File: src/rtl/uart_rx.sv
// uart_rx: 8N1 UART receiver for the board-to-board switch/LED link.
//
// Two-flop synchronizer on rx, then a bit-timing FSM that checks the start
// bit at its midpoint and samples data and stop bits one bit-time apart.
//
// Ports:
//   clk          system clock, rising edge
//   reset        synchronous, active-high reset
//   rx           asynchronous serial input, idle high
//   data         last correctly framed byte
//   data_valid   one-cycle strobe, data was just updated
//   framing_err  one-cycle strobe, stop bit sampled 0
//   busy         high while a frame is in progress (any state but idle)
//   leds         display register, mirrors data
module uart_rx #(
   parameter int unsigned CLK_FREQ     = 50000000,
   parameter int unsigned BAUD_RATE    = 9600,
   parameter int unsigned CLKS_PER_BIT = CLK_FREQ / BAUD_RATE,
   parameter int unsigned HALF_BIT     = CLKS_PER_BIT / 2
) (
   input  logic       clk,
   input  logic       reset,
   input  logic       rx,
   output logic [7:0] data,
   output logic       data_valid,
   output logic       framing_err,
   output logic       busy,
   output logic [7:0] leds
);

   localparam int unsigned CntW = (CLKS_PER_BIT > 1) ? $clog2(CLKS_PER_BIT) : 1;
   localparam logic [CntW-1:0] CntBitEnd  = CntW'(CLKS_PER_BIT - 1);
   localparam logic [CntW-1:0] CntHalfEnd = CntW'(HALF_BIT - 1);

   typedef enum logic [2:0] {
      StIdle,
      StStart,
      StData,
      StStop,
      StBreak
   } state_e;

   logic            rx_meta_q, rx_s_q;
   logic [1:0]      fill_q;
   logic            armed_q, armed_d;
   state_e          state_q, state_d;
   logic [CntW-1:0] cnt_q, cnt_d;
   logic [2:0]      bit_idx_q, bit_idx_d;
   logic [7:0]      shift_q, shift_d;
   logic [7:0]      data_q, data_d;
   logic            dv_q, dv_d;
   logic            fe_q, fe_d;

   // Synchronizer. fill_q tracks when rx_s_q holds a real line sample rather
   // than its reset value.
   always_ff @(posedge clk) begin
      if (reset) begin
         rx_meta_q <= 1'b1;
         rx_s_q    <= 1'b1;
         fill_q    <= 2'b00;
      end else begin
         rx_meta_q <= rx;
         rx_s_q    <= rx_meta_q;
         fill_q    <= {fill_q[0], 1'b1};
      end
   end

   // A start is accepted only after the real line has been seen high since
   // reset, so a line caught low mid-frame by reset is not decoded.
   assign armed_d = armed_q | (fill_q[1] & rx_s_q);

   always_comb begin
      state_d   = state_q;
      cnt_d     = cnt_q;
      bit_idx_d = bit_idx_q;
      shift_d   = shift_q;
      data_d    = data_q;
      dv_d      = 1'b0;
      fe_d      = 1'b0;
      unique case (state_q)
         StIdle: begin
            cnt_d = '0;
            if (armed_q && !rx_s_q) state_d = StStart;
         end
         StStart: begin
            if (cnt_q == CntHalfEnd) begin
               cnt_d = '0;
               if (!rx_s_q) begin
                  state_d   = StData;
                  bit_idx_d = '0;
               end else begin
                  state_d = StIdle;  // glitch
               end
            end else begin
               cnt_d = cnt_q + 1'b1;
            end
         end
         StData: begin
            if (cnt_q == CntBitEnd) begin
               cnt_d     = '0;
               shift_d   = {rx_s_q, shift_q[7:1]};
               bit_idx_d = bit_idx_q + 3'd1;
               if (bit_idx_q == 3'd7) state_d = StStop;
            end else begin
               cnt_d = cnt_q + 1'b1;
            end
         end
         StStop: begin
            if (cnt_q == CntBitEnd) begin
               cnt_d = '0;
               if (rx_s_q) begin
                  data_d  = shift_q;
                  dv_d    = 1'b1;
                  state_d = StIdle;
               end else begin
                  fe_d    = 1'b1;
                  state_d = StBreak;
               end
            end else begin
               cnt_d = cnt_q + 1'b1;
            end
         end
         StBreak: begin
            cnt_d = '0;
            if (rx_s_q) state_d = StIdle;
         end
         default: state_d = StIdle;
      endcase
   end

   always_ff @(posedge clk) begin
      if (reset) begin
         armed_q   <= 1'b0;
         state_q   <= StIdle;
         cnt_q     <= '0;
         bit_idx_q <= '0;
         shift_q   <= '0;
         data_q    <= '0;
         dv_q      <= 1'b0;
         fe_q      <= 1'b0;
      end else begin
         armed_q   <= armed_d;
         state_q   <= state_d;
         cnt_q     <= cnt_d;
         bit_idx_q <= bit_idx_d;
         shift_q   <= shift_d;
         data_q    <= data_d;
         dv_q      <= dv_d;
         fe_q      <= fe_d;
      end
   end

   assign data        = data_q;
   assign leds        = data_q;
   assign data_valid  = dv_q;
   assign framing_err = fe_q;
   assign busy        = (state_q != StIdle);

endmodule

File: config.mk
export PLATFORM = sky130hd
export DESIGN_NAME = uart_rx
export DESIGN_NICKNAME = d
export VERILOG_FILES = /design/src/rtl/uart_rx.sv
export SDC_FILE = /design/constraint.sdc
export NUM_CORES = 1
export LEC_CHECK = 0
export CAP_MARGIN = 10
export CORE_UTILIZATION = 37
export DETAILED_ROUTE_END_ITERATION = 10
export GPL_ROUTABILITY_DRIVEN = 0
export SKIP_CTS_REPAIR_TIMING = 1
export SYNTH_ARGS = -nofsm -noshare
export SYNTH_HDL_FRONTEND = slang
export SYNTH_SLANG_ARGS = --single-unit
File: constraint.sdc
create_clock -name clk -period 2.32 [get_ports clk]
set_clock_uncertainty 0.1 [all_clocks]
set_input_delay 0.58 -clock clk [delete_from_list [all_inputs] [get_ports clk]]
set_output_delay 0.58 -clock clk [all_outputs]
set_load 0.005 [all_outputs]
# Word level (Yosys, flattened, before mapping)
# Cells that the tools add are included.
# totals
elab_cells	64
regBits	42
inputBits	3
# classes
mux	19
n_eq_ne	14
addsub	2
n_bitwise	4
n_reduce_logical	13
# ops
op	n
$pmux 13 s3	1
$mux 3	10
$mux 13	2
$pmux 3 s5	1
$ne 2x2->1 const B	7
$add 13x1->13 const B	1
$eq 13x12->1 const B	1
$eq 13x13->1 const B	1
$eq 3x2->1 const B	2
$eq 3x3->1 const B	2
$pmux 3 s2	1
$reduce_and 6->1	1
$reduce_bool 3->1	2
$reduce_and 4->1	1
$reduce_or 2->1	2
$add 3x1->3 const B	1
$eq 3x1->1 const B	1
$logic_not 3->1	1
$mux 1	3
$reduce_and 3->1	1
$reduce_or 3->1	1
$mux 2	1
$not 1->1	2
$reduce_and 2->1	1
5 further kinds	5

# Longest topological paths before layout
# Gate-level depths: netlist of run 1.
# depth
word_depth	4
mapped_depth	6
mapped_depth_nobuf	5

# Worst setup path before layout of run 1
# OpenSTA, ideal clock, no wires.
# synth_timing
path_type	reg-to-reg
start	register cnt_q[0]
end	register cnt_q[0]
setup_time_ns	0.121
path_buffers	1
stages_incl_launch_ff	7
path_slack_ns	0.485
t_arrival_ns	1.613
synth_period_minus_slack_ns	1.835
cell_sequence	dfxtp_1 ha_1 nor3b_2 nand4_1 o21ai_1 buf_2 nor3_1
# synth_via
elab_chain_len	3
word_cells_on_any_way	6
cone_classes	add/sub: 1; eq/ne: 2; mux: 3
# synth_rtl
item	line	rtl
start: declaration	47	logic [CntW-1:0] cnt_q, cnt_d;
start signal: assignment	144	cnt_q <= cnt_d;
$add 13x1->13 (tied with other cells)	95, 105, 120	
$mux 13, on equally long branches	99, 109, 86	
$pmux 13 s3 (*)	80	unique case (state_q)
# Every way passes the cells marked *; elsewhere a longest branch is shown, timed or not.
# A chain may end at the register's enable or synchronous reset.

# Final worst setup path of run 1
# layout_timing
start	register state_q[0]
end	output port busy
# layout_via
elab_chain_len	1
# layout_rtl
item	line	rtl
start: declaration	46	state_e state_q, state_d;
start signal: assignment	134	state_q <= StIdle;
start signal: assignment	143	state_q <= state_d;
$reduce_bool 3->1	157	assign busy = (state_q != StIdle);
end: declaration	27	output logic busy,
# No other way between the ends.

==> results.ini, run 1 <==
[sta]
setup_tns_ns = 0
fmaxAchievable_ghz = 0.4558
setup_viol = 0
fin_ws_ns = 0.1259
finalHoldViolCount = 0
min_period_over_period = 0.9457
rsz0062_at_grt = false
slew_violations = 0
tightestPinTransition_ns = 0.4863
slew-limit-headroom = 0.6714
fin_crit_ns = 2.194

[synth]
ys_ff_latch = 42
synth_top_area_frac = 0.4256
synth-edff-count = 0
synth.distinct_cells = 47
synth_area_sq_mm = 0.001976
netlist_instances = 200
synthArstFlopShare = 0
synth_nets = 206
yosys-top-cells-area = dfxtp_1 43%, mux2i_1 8.6%, nor2_1 4.2%
yosys.area.top_type = dfxtp_1
synth-main-ff-cell = dfxtp_1
avgSynthCellArea_sq_um = 9.878
yosysWarnings = 0
seq_area_frac_synth = 0.4256

[grt]
grt_max_degree = 28
grt_use_met3 = 0.04150
grt_pass1_vias = 1231
overflow = 0
use_met1 = 0.1926
top_usage_layer = met2
track_usage = 0.1371
use_met2 = 0.2002
grt_pass1_wl_um = 5830
antenna_found_initial = 0

[power]
internal_power_uw = 995.3
swShare = 0.2319
power_switching_uw = 300.5
leakage_nw = 0.9167
pwr-share-clk = 0.385
pwr_density_cell_mw_per_mm2 = 563.2
combPwrFrac = 0.045
seqPwrFrac = 0.570
ir_drop_mv = 0.2880

[place]
dp_hpwl_um = 2448
placed_area_sq_mm = 0.002205
place_inst = 280
port_buffers = 21
place_ws_ns = 0.2398

[clock_tree]
root_buffer = clkbuf_8
clockBufferDepth = 2
worstSkewPairLatency_ns = 0.30
cts.sinks = 42
htreeDepth = 2
cts_buffers = 5
cts_tree = built
clkSlewWorstSetupHoldPaths_ns = 0.08

[route]
avgViaCountPerCell = 5.087
drtIter0Drc = 60
routed_wl_um = 3648
firstDrtPassIters = 4
antenna_left = 0
wl_per_cell_um = 12.67
vias = 1465
drc_errors = 0

[setup_path]
reg2regPathDepth = 6
regToRegSetupSlack_ns = 0.21
crit_fanout = 8
required_ns = 1.64
cp-start-kind = register
r2r-start = cnt_q[0]
crit_type = register to output pin
cp-end-kind = output pin
rr_endpoint = shift_q[0]
cp.arrival_ns = 1.51

[finish]
final_cells = 288
fin_area_sq_mm = 0.002301
antenna_cells = 0
final_nets = 223
syn_to_final_growth_pct = 16.47
drive_gt1_frac = 0.1514

[floorplanning]
die_area_sq_mm = 0.005636
die_w_um = 75.07
core_sq_mm = 0.005140
die_y_um = 75.07
rows = 26
io_pins = 22
initial_core_util = 0.3844

[min_path]
min_path_type = register to register
holdPathEnd = rx_s_q
worstHoldStart = rx_meta_q
hold_path_depth = 1

[outcome]
status = complete, no violations

[run]
drv_cap = 0

[cell families (layout without fill, tap and decap cells)]
group,count (synthesis),in the layout,synth area share
flip-flops,42,42,0.4256
AO/OA/AOI/OAI,25,25,0.09943
adder cells (fa/ha/maj),3,3,0.01900
buffers and inverters,21,39,0.06713
XOR/XNOR,6,6,0.02660
multiplexers,17,17,0.08613
AND/OR/NAND/NOR,86,86,0.2761
[cells in the final DEF, fill, tap and decap left out, drive strengths merged, types with 6 or more instances in the layout]
cell | synthesis | layout
buf | 15 | 7
mux2i | 17 | 17
nand4 | 8 | 8
clkdlybuf4s50 | 0 | 21
o21ai | 8 | 8
nand2 | 10 | 10
nor3 | 7 | 7
dfxtp | 42 | 42
clkbuf | 3 | 6
a211oi | 7 | 7
nor2 | 22 | 22
or3 | 7 | 7
[Yosys cell counts (2+ instances only)]
master and number:
ha_1 3, nand4_4 2, dfxtp_1 42, inv_1 3
nand4_1 5, nor2b_1 3, clkbuf_1 3, buf_4 9
nor3_1 7, buf_6 2, o32ai_1 2, nor3b_1 2
o31ai_1 2, nand3_1 5, nor3b_2 3, mux2i_1 17
or2_2 3, nand2_1 10, a211oi_2 2, nor4b_1 2
or3_1 7, buf_2 4, and2_1 3, o21ai_1 3
xor2_1 5, nor2_1 22, o21ai_0 4, a211oi_1 5
nor4bb_1 2
[power by group through the flow]
stage,registers [mW],clock network (mW),logic [mW]
after floorplan,0.750,0,0.0489
after global placement,0.756,0,0.0578
after detailed placement,0.756,0,0.0578
after CTS,0.739,0.514,0.0583
after global routing,0.741,0.541,0.0637
final,0.739,0.499,0.0579
[critical path: stages (launching register included)]
cell and delay (ns):
dfxtp_1 0.40, or3_1 0.37, clkdlybuf4s50_1 0.45
[through the flow]
| stage | power (mW) | hold WS, ns | utilization |
|---|---|---|---|
| 3_5_place_dp | 0.8138 | 0.2928 | 0.4289 |
| 2_1_floorplan | 0.7986 | 0.2895 | - |
| 6_report | 1.296 | 0.3114 | 0.4477 |
| 4_1_cts | 1.312 | 0.3127 | 0.4474 |
| 5_1_grt | 1.346 | 0.3371 | 0.4477 |
| 3_3_place_gp | 0.8138 | 0.2917 | 0.4289 |
[area by class of cell]
cell class | instances | area, sq um
Inverter | 3 | 11.26
Multi-Input combinational cell | 137 | 1002
Clock inverter | 2 | 12.51
Timing Repair Buffer | 28 | 262.8
Fill cell | 533 | 2839
Clock buffer | 6 | 82.58
Tap cell | 70 | 87.58
Sequential cell | 42 | 842.1
[routing by layer]
layer,up-vias,routed length [um]
li1,750,-
met1,680,1887
met2,28,1572
met3,7,137
met4,0,50
met5,-,0
[worst max path at each step]
stage | start | end | slack (ns) | cells past startpoint
floorplan | cnt_q[0] | cnt_q[0] | 0.49 | 6
global placement | cnt_q[0] | shift_q[4] | 0.28 | 6
detailed placement | cnt_q[0] | shift_q[1] | 0.24 | 6
CTS | state_q[1] | busy | 0.06 | 2
global route | state_q[0] | busy | 0.04 | 2
finish | state_q[0] | busy | 0.13 | 2
[flip-flops by register name, indices dropped and copies added, names as in the netlist]
signal and count:
armed_q 1, fill_q 2, data_valid 1, data 8, rx_s_q 1, bit_idx_q 3, cnt_q 13, state_q 3
shift_q 8, rx_meta_q 1, framing_err 1
Power figures use the tool's default switching activity.
==> inputs of run 2 (changes only) <==
--- a/config.mk
+++ b/config.mk
@@ -9,4 +9,5 @@
 export CORE_UTILIZATION = 37
 export DETAILED_ROUTE_END_ITERATION = 10
+export DONT_BUFFER_PORTS = 1
 export GPL_ROUTABILITY_DRIVEN = 0
 export SKIP_CTS_REPAIR_TIMING = 1
==> constraint.sdc (replaced) <==
create_clock -name clk -period 2.32 [get_ports clk]
set_clock_uncertainty 0.1 [all_clocks]
set_input_delay 0.464 -clock clk [delete_from_list [all_inputs] [get_ports clk]]
set_output_delay 0.464 -clock clk [all_outputs]
set_load 0.005 [all_outputs]
==> run 2 against run 1 <==
  * Hold slack worse by 0.18 ns
  * Wire length is 3.3% lower
  * Sequential share of layout area is 3.8 points higher
  * Power is 1.5% lower
  * Non-clock buffer count is 22 lower
  * Final area is 9.5% lower
  * Via count is 4.0% lower
  * Clock power hardly changed
  * Combinational power is 30% lower
  * Critical path type is now register to register
  * Largest power group unchanged
  * Highest routed layer unchanged
==> results.ini, run 2 (synthesis gave the netlist of run 1 again) <==
[clock_tree]
clkSlewWorstSetupHoldPaths_ns = 0.08
root_buffer = clkbuf_8
cts_tree = built
worstSkewPairLatency_ns = 0.30
clockBufferDepth = 2
htreeDepth = 2
cts_buffers = 5
cts.sinks = 42

[run]
drv_cap = 0

[route]
vias = 1406
drtIter0Drc = 60
firstDrtPassIters = 4
drc_errors = 0
wl_per_cell_um = 13.26
avgViaCountPerCell = 5.286
routed_wl_um = 3527
antenna_left = 0

[floorplanning]
io_pins = 22
die_y_um = 75.07
die_area_sq_mm = 0.005636
die_w_um = 75.07
initial_core_util = 0.3844
core_sq_mm = 0.005140
rows = 26

[finish]
syn_to_final_growth_pct = 5.383
final_cell_mix = 42 x dfxtp_1, 22 x nor2_1, 17 x mux2i_1
top_register = cnt_q
final_nets = 201
drive_gt1_frac = 0.1582
largest_register_ffs = 13
final_cells = 266
final_common_cell = dfxtp_1
antenna_cells = 0

[grt]
grt_pass1_vias = 1242
use_met1 = 0.1830
overflow = 0
top_usage_layer = met2
grt_pass1_wl_um = 5816
track_usage = 0.1392
use_met2 = 0.2082
antenna_found_initial = 0
grt_max_degree = 32
grt_use_met3 = 0.04418

[sta]
tightestPinTransition_ns = 0.4867
rsz0062_at_grt = false
slew_violations = 0
fin_ws_ns = 0.3674
finalHoldViolCount = 0
fmaxAchievable_ghz = 0.5121
fin_crit_ns = 1.953
min_period_over_period = 0.8417
setup_viol = 0
setup_tns_ns = 0
slew-limit-headroom = 0.6711

[power]
power_mw = 1.276
leakage_nw = 0.8390
ir_drop_mv = 0.3811
pwr_density_cell_mw_per_mm2 = 613.0

[setup_path]
cp-start-kind = register
cp.arrival_ns = 2.06
required_ns = 2.43
cp-end-kind = register
crit_type = register to register
crit_fanout = 8

[place]
port_buffers = 0
place_ws_ns = 0.3762
dp_hpwl_um = 2405
place_inst = 258

[outcome]
status = complete, no violations

[min_path]
min_path_type = primary input to register

[run 2: changes by cell type in the layout (fill, tap and decap cells not counted)]
cell	previous run	this run
clkdlybuf4s50_1	21	0
dfxtp_1	41	42
dfxtp_2	1	0
buf_4	7	6
[run 2: final timing paths]
path	endpoint	slack, ns	start	depth (start not counted)
worst max register to register	state_q[0]	0.37	cnt_q[0]	6
worst min-delay path	fill_q[1]	0.13	reset	1
worst min register to register	rx_s_q	0.31	rx_meta_q	1
worst max-delay path	state_q[0]	0.37	cnt_q[0]	6
[run 2: per-stage QoR]
step / cell area, sq um / hold slack [ns] / util
2_1_floorplan: 1976 / 0.2895 / -
3_5_place_dp: 1987 / 0.2936 / 0.3866
6_report: 2082 / 0.1294 / 0.4051
5_1_grt: 2082 / 0.1084 / 0.4051
3_3_place_gp: 1987 / 0.2950 / 0.3866
4_1_cts: 2082 / 0.1191 / 0.4051
[run 2: where the power goes]
group,internal (mW),switching [mW],total (mW)
Combinational,0.0192,0.0213,0.0405
Clock,0.239,0.257,0.497
Sequential,0.729,0.0104,0.739
Total,0.987,0.289,1.28
[run 2: area by class of cell]
class	instances	area [sq um]
Fill cell	528	3058
Multi-Input combinational cell	137	1002
Sequential cell	42	840.8
Tap cell	70	87.58
Clock buffer	6	82.58
Timing Repair Buffer	6	45.04
Clock inverter	2	12.51
Inverter	3	11.26
[run 2: metal layers]
layer  vias up  share of wire
li1        705              -
met1       669           0.50
met2        22           0.44
met3        10          0.043
met4         0          0.020
met5         -              0
[run 2: worst max-delay path, stage by stage (launching register included)]
cell and delay [ns]:
dfxtp_1 0.38, ha_1 0.17, buf_4 0.14, nor3b_2 0.26, nand4_4 0.18, or3_1 0.38
a311oi_1 0.25
==> variant 1 (config.mk and constraints of run 1) <==
Change the parameter `BAUD_RATE` from 9600 to 2400.
--- a/src/rtl/uart_rx.sv
+++ b/src/rtl/uart_rx.sv
@@ -14,7 +14,7 @@
 //   leds         display register, mirrors data
 module uart_rx #(
    parameter int unsigned CLK_FREQ     = 50000000,
-   parameter int unsigned BAUD_RATE    = 9600,
+   parameter int unsigned BAUD_RATE    = 2400,
    parameter int unsigned CLKS_PER_BIT = CLK_FREQ / BAUD_RATE,
    parameter int unsigned HALF_BIT     = CLKS_PER_BIT / 2
 ) (
Behaviour: no difference found for any inputs over 10 cycles, from zero or initial values and one cycle with reset high; that may be too few to reach the edited logic, so the function may still have changed.
==> variant 1 against run 1 <==
Power is 11% higher; die area grew 11%; sequential power rose by 4.6%; worst setup slack lost 36 ps; final area rose by 11%; register-to-register slack lost 30 ps; sequential cell count up 2; final cell count rose by 14%; maximum frequency is 1.6% lower; via count rose by 16%; routed wire length rose by 18%; synthesized area increased by 11%.
==> variant 1: results (changes against run 1) <==
stage	metric	value	unit	change
status	result of the run	complete, no violations		unchanged
placement	post-DP HPWL	3.21	mm	was 2.45 mm
global_route	via count of the first global-routing pass	1601		was 1231
final_layout	max reg flops	15		was 13
final_layout	fraction of final layout cells with drive strength greater than 1	17.1	%	was 15.1%
synthesis	post-synthesis sequential area ratio	40.1	%	was 42.6%
synthesis	Distinct cells, synth	53		was 47
sta	Max-Slew Margin vs Limit	66.7	%	was 67.1%
placement	placed cell count	321		was 280
synthesis	syn_area_per_cell	9.35	um^2	was 9.88 um^2
final_layout	final cell count without fillers	329		was 288
final_layout	count of filler cells inserted in the layout	547		was 533
synthesis	multiplexer fraction of the synthesized cell area	7.80	%	was 8.61%
route	Pre-Repair DR Iteration Count	4		unchanged
setup_path	critical path peak fanout	10		was 8
synthesis	post-synthesis net count	242		was 206
placement	DP Area	2430	um^2	was 2200 um^2
synthesis	fraction of the mapped netlist area in adder cells	2.28	%	was 1.90%
global_route	maximum number of pins on one net before global-route repair	27		was 28
synthesis	ranking of synthesized cells by area	dfxtp_1, mux2i_1, nor2_1		unchanged
setup_path	Top Family by Delay on Critical Path	flip-flops		was buffers and inverters
route	DR WL/cell	13.0	um	was 12.7 um
route	number of DRC markers after the initial detailed-route iteration	106		was 60
route	vias post-DR	1702		was 1465
synthesis	compound-cell area share of the yosys netlist	14.4	%	was 9.94%
setup_path	Critical Path AT	1550	ps	was 1510 ps
placement	Worst Setup Slack post-DPL	82.7	ps	was 240 ps
synthesis	XOR/XNOR Fraction of Synth Area	1.20	%	was 2.66%
setup_path	path depth of the worst reg2reg path	7		was 6
final_layout	net count of the finished layout	263		was 223
## variant 1: cell type report
class	instances	area [um^2]	share of cell area, %
multi-input combinational	164	1130	44.2
sequential	44	882	34.6
timing repair buffer	34	308	12.1
tap	72	90.1	3.53
clock buffer	5	68.8	2.70
clock inverter	3	47.5	1.86
inverter	7	26.3	1.03
## variant 1: path summary, 6_finish.rpt
| kind | start | to | slack, ps |
|---|---|---|---|
| max | state_q[1] | busy | 90 |
| min | rx_meta_q | rx_s_q | 330 |
| max reg2reg | cnt_q[0] | cnt_q[9] | 180 |
| min reg2reg | rx_meta_q | rx_s_q | 330 |
## variant 1: metal layers
layer | up-vias | track usage, % | part of all wire (%)
met3 | 6 | 3.45 | 3.6
met2 | 29 | 23.4 | 46
met5 | - | 0 | 0
met1 | 789 | 21.3 | 50
met4 | 0 | 4.36 | 1.1
li1 | 878 | - | -
## variant 1: where the power goes
part / switching [uW] / total [uW] / internal [uW]
combinational: 44.8 / 78.5 / 33.7
sequential: 9.73 / 773 / 763
clock: 261 / 585 / 324
==> variant 2 (flow settings as in run 1) <==
Without the edit above. The output `framing_err` loses its register stage (`fe_q` becomes a continuous assignment).
--- a/src/rtl/uart_rx.sv
+++ b/src/rtl/uart_rx.sv
@@ -137,7 +137,6 @@
          shift_q   <= '0;
          data_q    <= '0;
          dv_q      <= 1'b0;
-         fe_q      <= 1'b0;
       end else begin
          armed_q   <= armed_d;
          state_q   <= state_d;
@@ -146,9 +145,10 @@
          shift_q   <= shift_d;
          data_q    <= data_d;
          dv_q      <= dv_d;
-         fe_q      <= fe_d;
       end
    end
+
+   assign fe_q = fe_d;
 
    assign data        = data_q;
    assign leds        = data_q;
Function: same outputs for any inputs over 10 cycles, from zero or initial values and one cycle with reset high; that may be too few to reach the edited logic, so the function may still have changed.
==> variant 2 against run 1 <==
Final area increased by 3.6%; power is 6.6% higher; synthesized area down 5.2%; maximum frequency is 1.8% lower; worst setup slack got worse by 40 ps; sequential cell count shrank 1; routed wire length fell by 0.66%; first-iteration DRC count fell by 37%; utilization grew 5.0 points; non-clock buffer count increased by 18; critical path type unchanged.
==> variant 2: results (changes against run 1) <==
stage	metric	value	unit	change
final_layout	net count of the finished layout	242		was 223
global_route	GR Layer Usage met2	24.4	%	was 20.0%
global_route	via count of the first global-routing pass	1414		was 1231
synthesis	post-synthesis sequential area ratio	43.8	%	was 42.6%
global_route	overall track demand over capacity in global routing	15.4	%	was 13.7%
status	result of the run	complete, no violations		unchanged
route	sum of routed wire length over all layers	3.62	mm	was 3.65 mm
route	number of DRC markers after the initial detailed-route iteration	38		was 60
final_layout	count of filler cells inserted in the layout	459		was 533
final_layout	final antenna diode count	0		unchanged
route	Vias/cell	4.85		was 5.09
sta	transition time of the tightest slew-check pin	392	ps	was 486 ps
clock_tree	maximum buffer depth of the clock tree	2		unchanged
power_and_ir_drop	worst vdd ir	0.000410	V	was 0.000288 V
synthesis	top cells by count, synth	dfxtp_1, nor2_1, mux2i_1		unchanged
setup_path	Critical Path AT	1550	ps	was 1510 ps
final_layout	fraction of final layout cells with drive strength greater than 1	19.0	%	was 15.1%
global_route	global-route wire length before repair	6.28	mm	was 5.83 mm
final_layout	final cell count without fillers	304		was 288
synthesis	syn_area_per_cell	9.37	um^2	was 9.88 um^2
global_route	met3 track demand over resource in global routing	4.28	%	was 4.15%
global_route	met1 usage in global routing	19.0	%	was 19.3%
synthesis	ranking of synthesized cells by area	dfxtp_1, mux2i_1, nor2_1		unchanged
global_route	maximum number of pins on one net before global-route repair	29		was 28
synthesis	Distinct cells, synth	43		was 47
variant 2: cell count changes after synthesis, sizes merged, moves of 4 or more:
cell,change
a211oi,-7
nand4,-4
nand3,+4
or3,-5
buf,-5
nor2,+9
clkbuf,+4
variant 2: worst paths after layout:
kind | to | depth (start not counted) | slack, ps | start
worst min-delay path | rx_s_q | 1 | 310 | rx_meta_q
worst max-delay path | busy | 3 | 90 | state_q[0]
worst min register to register | rx_s_q | 1 | 310 | rx_meta_q
worst max register to register | data[1] | 8 | 260 | cnt_q[0]
variant 2: routing by layer:
| layer | up-vias | part of all wire (%) |
|---|---|---|
| li1 | 774 | - |
| met1 | 669 | 49 |
| met2 | 21 | 45 |
| met3 | 10 | 3.1 |
| met4 | 0 | 3.0 |
| met5 | - | 0 |
variant 2: logic make-up after synthesis:
family	synth area share (%)
adder cells (fa/ha/maj)	2.00
buffers and inverters	6.41
XOR/XNOR	1.87
AND/OR/NAND/NOR	26.6
flip-flops	43.8
AO/OA/AOI/OAI	9.55
multiplexers	9.75
variant 2: through the flow:
| stage | worst slack, ps | area, um^2 | power (uW) |
|---|---|---|---|
| after global placement | -179 | 2250 | 809 |
| after CTS | -496 | 2370 | 1400 |
| after detailed placement | -139 | 2250 | 809 |
| after floorplan | 318 | 1870 | 778 |
| after global routing | 17.1 | 2380 | 1440 |
| final | 86.3 | 2380 | 1380 |
variant 2: area by class of cell:
class | count | area (um^2) | area share, %
multi-input combinational | 139 | 953 | 40.0
inverter | 3 | 11.3 | 0.472
tap | 67 | 83.8 | 3.52
sequential | 41 | 822 | 34.5
clock inverter | 2 | 37.5 | 1.57
timing repair buffer | 46 | 393 | 16.5
clock buffer | 6 | 82.6 | 3.46
variant 2: power breakdown:
group,leakage [uW],internal (uW),switching (uW)
Combinational,0.000562,34.2,42.0
Sequential,0.000332,712,4.36
Clock,0.0000574,350,239
Total,0.000952,1100,286
